`config.mk`:
```
export PLATFORM = sky130hd
export DESIGN_NAME = serial_cmp_ctrl
export DESIGN_NICKNAME = d
export VERILOG_FILES = /design/src/rtl/serial_cmp_ctrl_pkg.sv /design/src/rtl/serial_cmp_ctrl_cell.sv /design/src/rtl/serial_cmp_ctrl.sv
export SDC_FILE = /design/constraint.sdc
export NUM_CORES = 1
export LEC_CHECK = 0
export BUFFER_PORTS_ARGS = -buffer_cell sky130_fd_sc_hd__buf_2
export CAP_MARGIN = 0
export CORE_MARGIN = 2
export CORE_UTILIZATION = 57
export DETAILED_ROUTE_END_ITERATION = 10
export GPL_ROUTABILITY_DRIVEN = 0
export PLACE_DENSITY = 0.94
export SYNTH_ARGS = -nofsm -noshare
export SYNTH_HDL_FRONTEND = slang
export SYNTH_SLANG_ARGS = --single-unit
```
`constraint.sdc`:
```
create_clock -name clk -period 5.8 [get_ports clk]
set_input_delay 0.87 -clock clk [delete_from_list [all_inputs] [get_ports clk]]
set_output_delay 0.87 -clock clk [all_outputs]
set_load 0.02 [all_outputs]
```
`src/rtl/serial_cmp_ctrl_pkg.sv`:
```
// Shared definitions for the serial magnitude comparator: FSM state encoding
// and the index-width helper.
package serial_cmp_ctrl_pkg;

  typedef enum logic [1:0] {
    ST_IDLE = 2'd0,
    ST_RUN  = 2'd1,
    ST_DONE = 2'd2
  } state_t;

  // Bits needed to index WIDTH positions, never less than one.
  function automatic int clog2_min1(input int value);
    int r;
    r = 0;
    for (int i = 0; i < 32; i++) begin
      if ((64'd1 << i) < 64'(value)) r = i + 1;
    end
    return (r < 1) ? 1 : r;
  endfunction

endpackage

```
`src/rtl/serial_cmp_ctrl_cell.sv`:
```
// Combinational one-bit magnitude compare slice.
module cmp_bit_cell (
  input  logic a_bit,
  input  logic b_bit,
  output logic eq,
  output logic gt,
  output logic lt
);

  assign eq = ~(a_bit ^ b_bit);
  assign gt = a_bit & ~b_bit;
  assign lt = ~a_bit & b_bit;

endmodule

```
`src/rtl/serial_cmp_ctrl.sv`:
```
// Bit-serial unsigned magnitude comparator: walks captured operands MSB-first
// through one compare cell and reports eq/gt/lt with a one-cycle done pulse.
module serial_cmp_ctrl
  import serial_cmp_ctrl_pkg::*;
#(
  parameter int WIDTH      = 8,
  parameter bit EARLY_EXIT = 1'b1
) (
  input  logic             clk,
  input  logic             rst,
  input  logic             start,
  input  logic [WIDTH-1:0] a,
  input  logic [WIDTH-1:0] b,
  output logic             busy,
  output logic             done,
  output logic             aeb,
  output logic             agb,
  output logic             alb,
  output logic [1:0]       o_dbg_state
);

  // Handshake: start is taken only in a cycle where busy=0; a/b are sampled in
  // that same cycle. done is high for exactly one cycle and the flags are
  // valid from that cycle until the next done.

  localparam int IDX_W = clog2_min1(WIDTH);
  localparam logic [IDX_W-1:0] IDX_TOP = IDX_W'(WIDTH - 1);

  state_t           r_state;
  state_t           w_next;
  logic [WIDTH-1:0] r_a;
  logic [WIDTH-1:0] r_b;
  logic [IDX_W-1:0] r_idx;
  logic             r_aeb;
  logic             r_agb;
  logic             r_alb;
  logic             r_diff;
  logic             r_dir;

  logic w_a_bit;
  logic w_b_bit;
  logic w_eq;
  logic w_gt;
  logic w_lt;
  logic w_accept;
  logic w_load;
  logic w_dec;
  logic w_res_eq;
  logic w_res_gt;
  logic w_res_lt;
  logic w_diff_any;
  logic w_dir;

  always_comb begin
    w_a_bit = 1'b0;
    w_b_bit = 1'b0;
    for (int i = 0; i < WIDTH; i++) begin
      if (int'(r_idx) == i) begin
        w_a_bit = r_a[i];
        w_b_bit = r_b[i];
      end
    end
  end

  cmp_bit_cell u_cell (
    .a_bit (w_a_bit),
    .b_bit (w_b_bit),
    .eq    (w_eq),
    .gt    (w_gt),
    .lt    (w_lt)
  );

  // Full-scan mode: the first difference seen (possibly at bit 0) decides.
  assign w_diff_any = r_diff | ~w_eq;
  assign w_dir      = r_diff ? r_dir : w_gt;

  always_comb begin
    w_next   = r_state;
    w_accept = 1'b0;
    w_load   = 1'b0;
    w_dec    = 1'b0;
    w_res_eq = 1'b0;
    w_res_gt = 1'b0;
    w_res_lt = 1'b0;
    case (r_state)
      ST_IDLE: begin
        if (start) begin
          w_accept = 1'b1;
          w_next   = ST_RUN;
        end
      end
      ST_RUN: begin
        if (EARLY_EXIT && !w_eq) begin
          w_load   = 1'b1;
          w_res_gt = w_gt;
          w_res_lt = w_lt;
          w_next   = ST_DONE;
        end else if (r_idx == '0) begin
          w_load   = 1'b1;
          w_res_eq = ~w_diff_any;
          w_res_gt = w_diff_any & w_dir;
          w_res_lt = w_diff_any & ~w_dir;
          w_next   = ST_DONE;
        end else begin
          w_dec = 1'b1;
        end
      end
      ST_DONE: w_next = ST_IDLE;
      default: w_next = ST_IDLE;
    endcase
  end

  always_ff @(posedge clk) begin
    if (rst) begin
      r_state <= ST_IDLE;
      r_a     <= '0;
      r_b     <= '0;
      r_idx   <= IDX_TOP;
      r_aeb   <= 1'b0;
      r_agb   <= 1'b0;
      r_alb   <= 1'b0;
      r_diff  <= 1'b0;
      r_dir   <= 1'b0;
    end else begin
      r_state <= w_next;
      if (w_accept) begin
        r_a    <= a;
        r_b    <= b;
        r_idx  <= IDX_TOP;
        r_diff <= 1'b0;
        r_dir  <= 1'b0;
      end
      if (w_dec) begin
        r_idx <= r_idx - IDX_W'(1);
        if (!EARLY_EXIT && !r_diff && !w_eq) begin
          r_diff <= 1'b1;
          r_dir  <= w_gt;
        end
      end
      if (w_load) begin
        r_aeb <= w_res_eq;
        r_agb <= w_res_gt;
        r_alb <= w_res_lt;
      end
    end
  end

  assign busy        = (r_state == ST_RUN) || (r_state == ST_DONE);
  assign done        = (r_state == ST_DONE);
  assign aeb         = r_aeb;
  assign agb         = r_agb;
  assign alb         = r_alb;
  assign o_dbg_state = r_state;

endmodule

```
==> impl_metrics.json, run 1 <==
{
  "setup_viol": 0,
  "slowest_delay_ps": 420,
  "ios": 26,
  "n_antenna_cell": 0,
  "relSlewSlack": 0.567,
  "wl_met2_um": 1400,
  "placed_area_um2": 1370,
  "fp.coreArea_um2": 2150,
  "grt_overflow": 0,
  "grt_pass1_vias": 1021,
  "dieHeight_um": 51.0,
  "path_common_cell": "ha_1",
  "worstSetupStartpointType": "flip-flop",
  "postLayoutCellArea_um2": 1430,
  "synth_nets": 184,
  "dp_slack_ps": 3020,
  "root_buffer": "clkbuf_4",
  "fin_skew_ps": 11.0,
  "setup_tns_ps": 0,
  "cts_setup_buffers": 0,
  "drive_above_1_share": 0.200,
  "postLayoutSetupSlackWorst_ps": 2930,
  "cp_slowest_cell": "a2111oi_2",
  "post_drt_wl_per_cell_um": 13.8,
  "rows": 17,
  "period_share": 0.495,
  "final_common_cell": "nand2_1",
  "antenna_found_initial": 0,
  "vias_per_cell": 5.75,
  "fill_cells": 188,
  "grt_max_degree": 24,
  "num-nets-final": 206,
  "worstPathArrival_ps": 3120,
  "h-tree-depth": 1,
  "cts.sinks": 24,
  "holdPathStages": 2,
  "grt_use_total": 0.224,
  "whs_ps": 470,
  "top_layer_used": "met4",
  "post_cts_resized": 0,
  "layout_common_cells": "nand2_1, buf_2, dfxtp_1",
  "syn_area_um2": 1260,
  "antenna_left": 0,
  "syn2layout_area_growth_pct": 13.3,
  "outcome": "finished, final reports clean",
  "hp-class": "reg2reg",
  "period_minus_slack_ps": 2870,
  "p_leak_uw": 0.000624,
  "numCtsBuffers": 3,
  "initial_core_util": 0.586,
  "required_ps": 6050,
  "clock_latency_ps": 320,
  "fmax_mhz": 348,
  "final-max-slew-violation-count": 0,
  "yosysUniqueCellTypes": 30,
  "clkSlewWorstSetupHoldPaths_ps": 140,
  "cap_violations": 0,
  "wl_met3_um": 165,
  "hold_buffers": 0,
  "crit_chain": "inv_1 -> ha_1 -> nor2b_1 -> a221oi_1 -> a2111oi_2 -> o221ai_1 -> ha_1 -> and3_4 -> or3b_1 -> a21oi_1",
  "dr.pass1.iters": 4,
  "synth_seq_cells": 24,
  "io_buffers": 25,
  "hold_viol": 0,
  "dp_hpwl_um": 2120,
  "routed_wl_um": 2800,
  "vias": 1168,
  "grt_pass1_wl_um": 4410,
  "cp_max_fo": 9,
  "end_kind": "flip-flop",
  "cts.path.max_buffers": 2,
  "worst_pin_slew_ps": 649,
  "worst-r2r-cell-count": 10,
  "rsz0062_at_grt": "no",
  "cts_tree": "done",
  "crit_type": "reg2reg",
  "m1WireLength_um": 1160,
  "power_density_nw_per_um2": 424,
  "utilization": 0.664,
  "die_x_um": 51.0,
  "netlist_instances": 154,
  "fp.dieArea_um2": 2600,
  "ys_seq_area_frac": 0.382,
  "drc": 0,
  "drt_iter0_drc": 28,
  "max-vdd-ir-drop_mv": 0.290,
  "yosysWarnings": 0,
  "syn_area_per_cell_um2": 8.17
}
-- path summary, 6_finish.rpt --
| path | endpoint | from | slack, ps |
|---|---|---|---|
| hold / removal | r_b[2] | r_b[2] | 470 |
| hold reg to reg | r_b[2] | r_b[2] | 470 |
| setup / recovery | o_dbg_state[0] | r_idx[0] | 2930 |
| setup reg to reg | o_dbg_state[0] | r_idx[0] | 2930 |
-- sequential cells by signal, summed over array words and instances (netlist names) --
name	cells
agb	1
r_idx	3
aeb	1
alb	1
r_b	8
r_a	8
o_dbg_state	2
-- where the power goes --
group | leakage (uW) | switching [uW] | internal (uW)
Sequential | 0.000196 | 23.7 | 193
Clock | 0.0000279 | 50.9 | 69.9
Combinational | 0.000399 | 163 | 104
-- cells in the mapped netlist (all sizes together) --
master	instances	area share
a221oi	2	0.014
buf	2	0.018
mux2i	2	0.016
a31oi	4	0.020
dfxtp	24	0.38
inv	8	0.024
nor4	1	0.0050
a21boi	2	0.012
nor3	3	0.012
clkbuf	6	0.018
o221ai	2	0.014
and2	2	0.0099
nor3b	2	0.012
nor2b	5	0.025
nand2b	2	0.016
or2	1	0.0050
o21ai	6	0.024
nand2	39	0.12
and3	1	0.0089
o221a	2	0.018
a21oi	20	0.080
a2111oi	2	0.024
or3b	1	0.0070
ha	11	0.11
nor2	4	0.012
-- critical path: cells and delay by family (launching register included) --
family,cells,cell delay (ps)
compound gates,4,860
simple gates,3,800
fa+ha+maj,2,640
flops,1,390
buf+inv,1,120
-- routing by layer --
| layer | track usage | vias to the layer above |
|---|---|---|
| li1 | - | 567 |
| met3 | 0.0380 | 8 |
| met5 | 0 | - |
| met1 | 0.265 | 543 |
| met2 | 0.394 | 50 |
| met4 | 0.0991 | 0 |
-- cell families after synthesis --
kind of cell               after synthesis  share of synthesized area
DFF                                     24                      0.382
AOI/OAI and AO/OA                       40                      0.205
buffers and inverters                   16                     0.0596
muxes                                    2                     0.0159
adders and majority gates               11                      0.109
and+or+nand+nor                         61                      0.229
-- cell type report --
class	instances	area, um^2	share of cell area
clock buffers	3	22.5	0.0158
repair buffers	25	125	0.0877
inverters	8	30.0	0.0211
flip-flops and latches	24	480	0.337
multi-input cells	114	703	0.493
well taps	28	35.0	0.0246
clock inverters	1	30.0	0.0211
-- per-stage QoR --
step,std cells,total power (uW)
floorplan,154,430
global placement,199,462
detailed placement,199,485
CTS,203,604
global route,203,641
finish,203,605
Note: power is estimated with default switching activity, not from simulation.
==> inputs of run 2 (changes only) <==
--- a/config.mk
+++ b/config.mk
@@ -8,10 +8,10 @@
 export BUFFER_PORTS_ARGS = -buffer_cell sky130_fd_sc_hd__buf_2
 export CAP_MARGIN = 0
 export CORE_MARGIN = 2
-export CORE_UTILIZATION = 57
+export CORE_UTILIZATION = 53
 export DETAILED_ROUTE_END_ITERATION = 10
 export GPL_ROUTABILITY_DRIVEN = 0
-export PLACE_DENSITY = 0.94
+export PLACE_DENSITY = 0.89
 export SYNTH_ARGS = -nofsm -noshare
 export SYNTH_HDL_FRONTEND = slang
 export SYNTH_SLANG_ARGS = --single-unit
==> constraint.sdc (replaced) <==
create_clock -name clk -period 2.9 [get_ports clk]
set_input_delay 0.435 -clock clk [delete_from_list [all_inputs] [get_ports clk]]
set_output_delay 0.435 -clock clk [all_outputs]
set_load 0.02 [all_outputs]
==> impl_metrics.json, run 2 (synthesis results as in run 1) <==
{
  "setup_viol": 0,
  "dieHeight_um": 52.7,
  "fmax_mhz": 363,
  "clock_latency_ps": 330,
  "post_drt_wl_per_cell_um": 14.2,
  "hold_viol": 0,
  "period_minus_slack_ps": 2760,
  "fp.dieArea_um2": 2780,
  "rsz0062_at_grt": "no",
  "antenna_left": 0,
  "fill_cells": 201,
  "path_delay_family": "compound AO/OA/AOI/OAI gates",
  "worst-r2r-cell-count": 10,
  "utilization": 0.640,
  "fin_skew_ps": 6.72,
  "io_buffers": 25,
  "final_common_cell": "nand2_1",
  "worst_pin_slew_ps": 694,
  "outcome": "finished, final reports clean",
  "dp_hpwl_um": 2150,
  "num-nets-final": 206,
  "drc": 0,
  "ios": 26,
  "holdPathStages": 3,
  "cts.sinks": 24,
  "grt_max_degree": 24,
  "hold_buffers": 0,
  "setup_tns_ps": 0,
  "cts_tree": "done",
  "required_ps": 3160,
  "path_depth": 10,
  "clkSlewWorstSetupHoldPaths_ps": 130,
  "crit_type": "reg2reg",
  "root_buffer": "clkbuf_4",
  "cp_slowest_cell": "dfxtp_1",
  "fp.coreArea_um2": 2230,
  "drive_above_1_share": 0.206,
  "grt_overflow": 0,
  "placed_area_um2": 1370,
  "postLayoutSetupSlackWorst_ps": 144,
  "grt_use_total": 0.244,
  "end_kind": "flip-flop",
  "totalPowerFinal_uw": 1230,
  "syn2layout_area_growth_pct": 13.5,
  "numCtsBuffers": 3,
  "initial_core_util": 0.564,
  "cap_violations": 0,
  "grt_pass1_vias": 1115,
  "postLayoutCellArea_um2": 1430,
  "vias_per_cell": 5.63,
  "max-vdd-ir-drop_mv": 0.510,
  "p_leak_uw": 0.000621,
  "dp_slack_ps": 136,
  "cp_max_fo": 9,
  "hp-class": "in2reg",
  "h-tree-depth": 1,
  "power_density_nw_per_um2": 858,
  "dr.pass1.iters": 4,
  "period_share": 0.950,
  "top_regs": "r_a x8, r_b x8, r_idx x3",
  "slowest_delay_ps": 400,
  "worstSetupStartpointType": "flip-flop",
  "final-max-slew-violation-count": 0,
  "path_common_cell": "ha_1",
  "cp_num_buf_inv": 1,
  "relSlewSlack": 0.537,
  "worstPathArrival_ps": 3020,
  "crit_chain": "inv_1 -> ha_1 -> nor2b_1 -> a221oi_1 -> a2111oi_2 -> o221ai_1 -> ha_1 -> and3_4 -> or3b_1 -> a21oi_1",
  "layout_common_cells": "nand2_1, buf_2, dfxtp_1",
  "cts.path.max_buffers": 2,
  "die_x_um": 52.7,
  "grt_pass1_wl_um": 4860,
  "vias": 1143,
  "drt_iter0_drc": 26,
  "antenna_found_initial": 0,
  "n_antenna_cell": 0,
  "routed_wl_um": 2890,
  "rows": 17
}
[run 2: cell counts in the layout (fill, tap and decap cells not counted)]
No cell type changed its count.
[run 2: final cells by class]
| type | count | area [um^2] | share of cell area |
|---|---|---|---|
| repair buffers | 25 | 125 | 0.0876 |
| flip-flops and latches | 24 | 480 | 0.336 |
| well taps | 28 | 35.0 | 0.0245 |
| clock inverters | 1 | 30.0 | 0.0210 |
| inverters | 8 | 30.0 | 0.0210 |
| multi-input cells | 114 | 706 | 0.494 |
| clock buffers | 3 | 22.5 | 0.0158 |
[run 2: path summary, 6_finish.rpt]
| path | slack [ps] | to | from |
|---|---|---|---|
| worst max-delay path | 140 | o_dbg_state[0] | r_idx[1] |
| worst max register to register | 140 | o_dbg_state[0] | r_idx[1] |
| worst min register to register | 470 | r_a[2] | r_a[2] |
| worst min-delay path | 330 | r_b[6] | b[6] |
[run 2: per-layer routing]
metal  vias up  GRT usage  routed length (um)
met1       524      0.280                1210
met5         -          0                   0
met4         0      0.124                  55
met3         8     0.0657                 171
li1        566          -                   -
met2        45      0.410                1450
[run 2: what timing repair did]
action                     CTS  global route
setup endpoints to repair    0             2
gates resized for setup      0             1
hold endpoints to repair     0             0
buffers inserted             0             0
[run 2: worst min-delay path, cell delays in order]
cell and delay (ps):
buf_2 100, nand2_1 40, a21oi_1 50
[run 2: stage by stage]
| step | hold slack, ps | cells |
|---|---|---|
| global route | 323 | 203 |
| global placement | 444 | 199 |
| floorplan | 436 | 154 |
| CTS | 326 | 203 |
| detailed placement | 454 | 199 |
| finish | 330 | 203 |
[run 2: power by group]
part,internal [uW],leakage [uW],switching [uW]
combinational,214,0.000396,342
clock,140,0.0000279,101
sequential,387,0.000196,42.8
total,741,0.000621,485
==> inputs of run 3 (changes only) <==
--- a/config.mk
+++ b/config.mk
@@ -8,10 +8,10 @@
 export BUFFER_PORTS_ARGS = -buffer_cell sky130_fd_sc_hd__buf_2
 export CAP_MARGIN = 0
 export CORE_MARGIN = 2
-export CORE_UTILIZATION = 53
+export CORE_UTILIZATION = 48
 export DETAILED_ROUTE_END_ITERATION = 10
 export GPL_ROUTABILITY_DRIVEN = 0
-export PLACE_DENSITY = 0.89
+export PLACE_DENSITY = 0.85
 export SYNTH_ARGS = -nofsm -noshare
 export SYNTH_HDL_FRONTEND = slang
 export SYNTH_SLANG_ARGS = --single-unit
==> constraint.sdc (replaced) <==
create_clock -name clk -period 2.35 [get_ports clk]
set_input_delay 0.3525 -clock clk [delete_from_list [all_inputs] [get_ports clk]]
set_output_delay 0.3525 -clock clk [all_outputs]
set_load 0.02 [all_outputs]
==> impl_metrics.json, run 3 (synthesis results as in run 1) <==
{
  "top_regs": "r_a x8, r_b x8, r_idx x3",
  "hold_viol": 0,
  "clkSlewWorstSetupHoldPaths_ps": 150,
  "crit_start": "r_idx[0]",
  "vias_per_cell": 5.44,
  "n_antenna_cell": 0,
  "p_leak_uw": 0.000641,
  "placed_area_um2": 1480,
  "worstPathArrival_ps": 2630,
  "initial_core_util": 0.508,
  "fin_cells": 209,
  "utilization": 0.649,
  "grt_pass1_vias": 1138,
  "final-max-slew-violation-count": 0,
  "die_x_um": 55.2,
  "antenna_left": 0,
  "place_inst": 202,
  "outcome": "finished, violations left",
  "relSlewSlack": 0.561,
  "numCtsBuffers": 3,
  "worstSetupStartpointType": "flip-flop",
  "root_buffer": "clkbuf_4",
  "antenna_found_initial": 0,
  "grt_overflow": 0,
  "post_drt_wl_per_cell_um": 14.2,
  "postLayoutCellArea_um2": 1610,
  "cts_tree": "done",
  "ios": 26,
  "fp.coreArea_um2": 2480,
  "period_minus_slack_ps": 2350,
  "dp_hpwl_um": 2140,
  "min-delay-start": "a[1]",
  "grt_max_degree": 24,
  "end_kind": "flip-flop",
  "worst_pin_slew_ps": 658,
  "required_ps": 2630,
  "cts.sinks": 24,
  "cap_violations": 0,
  "cts.path.max_buffers": 2,
  "period_share": 1.00,
  "grt_use_total": 0.217,
  "dieHeight_um": 55.2,
  "num-nets-final": 210,
  "final_common_cell": "nand2_1",
  "drt_iter0_drc": 33,
  "fin_skew_ps": 3.16,
  "routed_wl_um": 2970,
  "cp_max_fo": 6,
  "h-tree-depth": 1,
  "dp_slack_ps": -79.4,
  "violations": "setup timing",
  "vias": 1138,
  "layout_common_cells": "nand2_1, buf_2, dfxtp_1",
  "dr.pass1.iters": 4,
  "drc": 0,
  "power_density_nw_per_um2": 1040,
  "syn2layout_area_growth_pct": 27.8,
  "clock_latency_ps": 330,
  "rows": 18,
  "rsz0062_at_grt": "yes",
  "drive_above_1_share": 0.313,
  "crit_type": "reg2reg",
  "hp-class": "in2reg",
  "setup_viol": 1,
  "io_buffers": 25,
  "fp.dieArea_um2": 3050,
  "max-vdd-ir-drop_mv": 0.892,
  "postLayoutSetupSlackWorst_ps": -1.53,
  "grt_pass1_wl_um": 5220,
  "reg2reg_from": "r_idx[0]",
  "totalPowerFinal_uw": 1670,
  "fmax_mhz": 425
}
==> run 3: changes by cell type in the layout (fill, tap and decap cells not counted), sizes merged <==
cell    before  now
buf         25   29
bufinv       1    0
clkbuf       3    4
==> run 3: worst max-delay path: stages (launching register included) <==
cell	delay, ps
dfxtp_4	420
inv_4	60
ha_4	150
nor2b_4	130
a221oi_4	260
a2111oi_4	60
o221a_2	270
ha_4	250
and3_4	190
or3b_4	370
a21oi_2	120
==> run 3: layout make-up <==
class / count / area (um^2)
repair buffers: 29 / 155
flip-flops and latches: 24 / 488
clock buffers: 4 / 47.5
inverters: 8 / 37.5
well taps: 30 / 37.5
multi-input cells: 114 / 843
fillers: 222 / 868
==> run 3: power breakdown <==
part / switching [uW] / internal, uW
sequential: 76.0 / 483
clock: 141 / 130
combinational: 475 / 367
total: 692 / 981
==> run 3: worst paths after layout <==
check / endpoint / slack, ps / cells past startpoint
worst max register to register: o_dbg_state[0] / -2 / 10
worst min-delay path: r_a[1] / 230 / 3
worst min register to register: r_b[2] / 470 / 2
worst max-delay path: o_dbg_state[0] / -2 / 10
==> run 3: routing by layer <==
metal  track usage  share of wire
met1         0.278           0.44
met2         0.333           0.48
met3        0.0398          0.038
met4         0.139          0.039
met5             0              0
==> run 3: through the flow <==
stage,setup TNS (ps),hold WS [ps]
final,-1.53,234
after global routing,-340,227
after floorplan,0,432
after global placement,0,443
after CTS,-1.71,230
after detailed placement,-191,453
==> run 3: what timing repair did <==
item	CTS	global route
endpoints found under the setup margin	4	7
resized for setup	7	8
buffers inserted	2	1
hold buffers	0	0
pin swaps	6	3
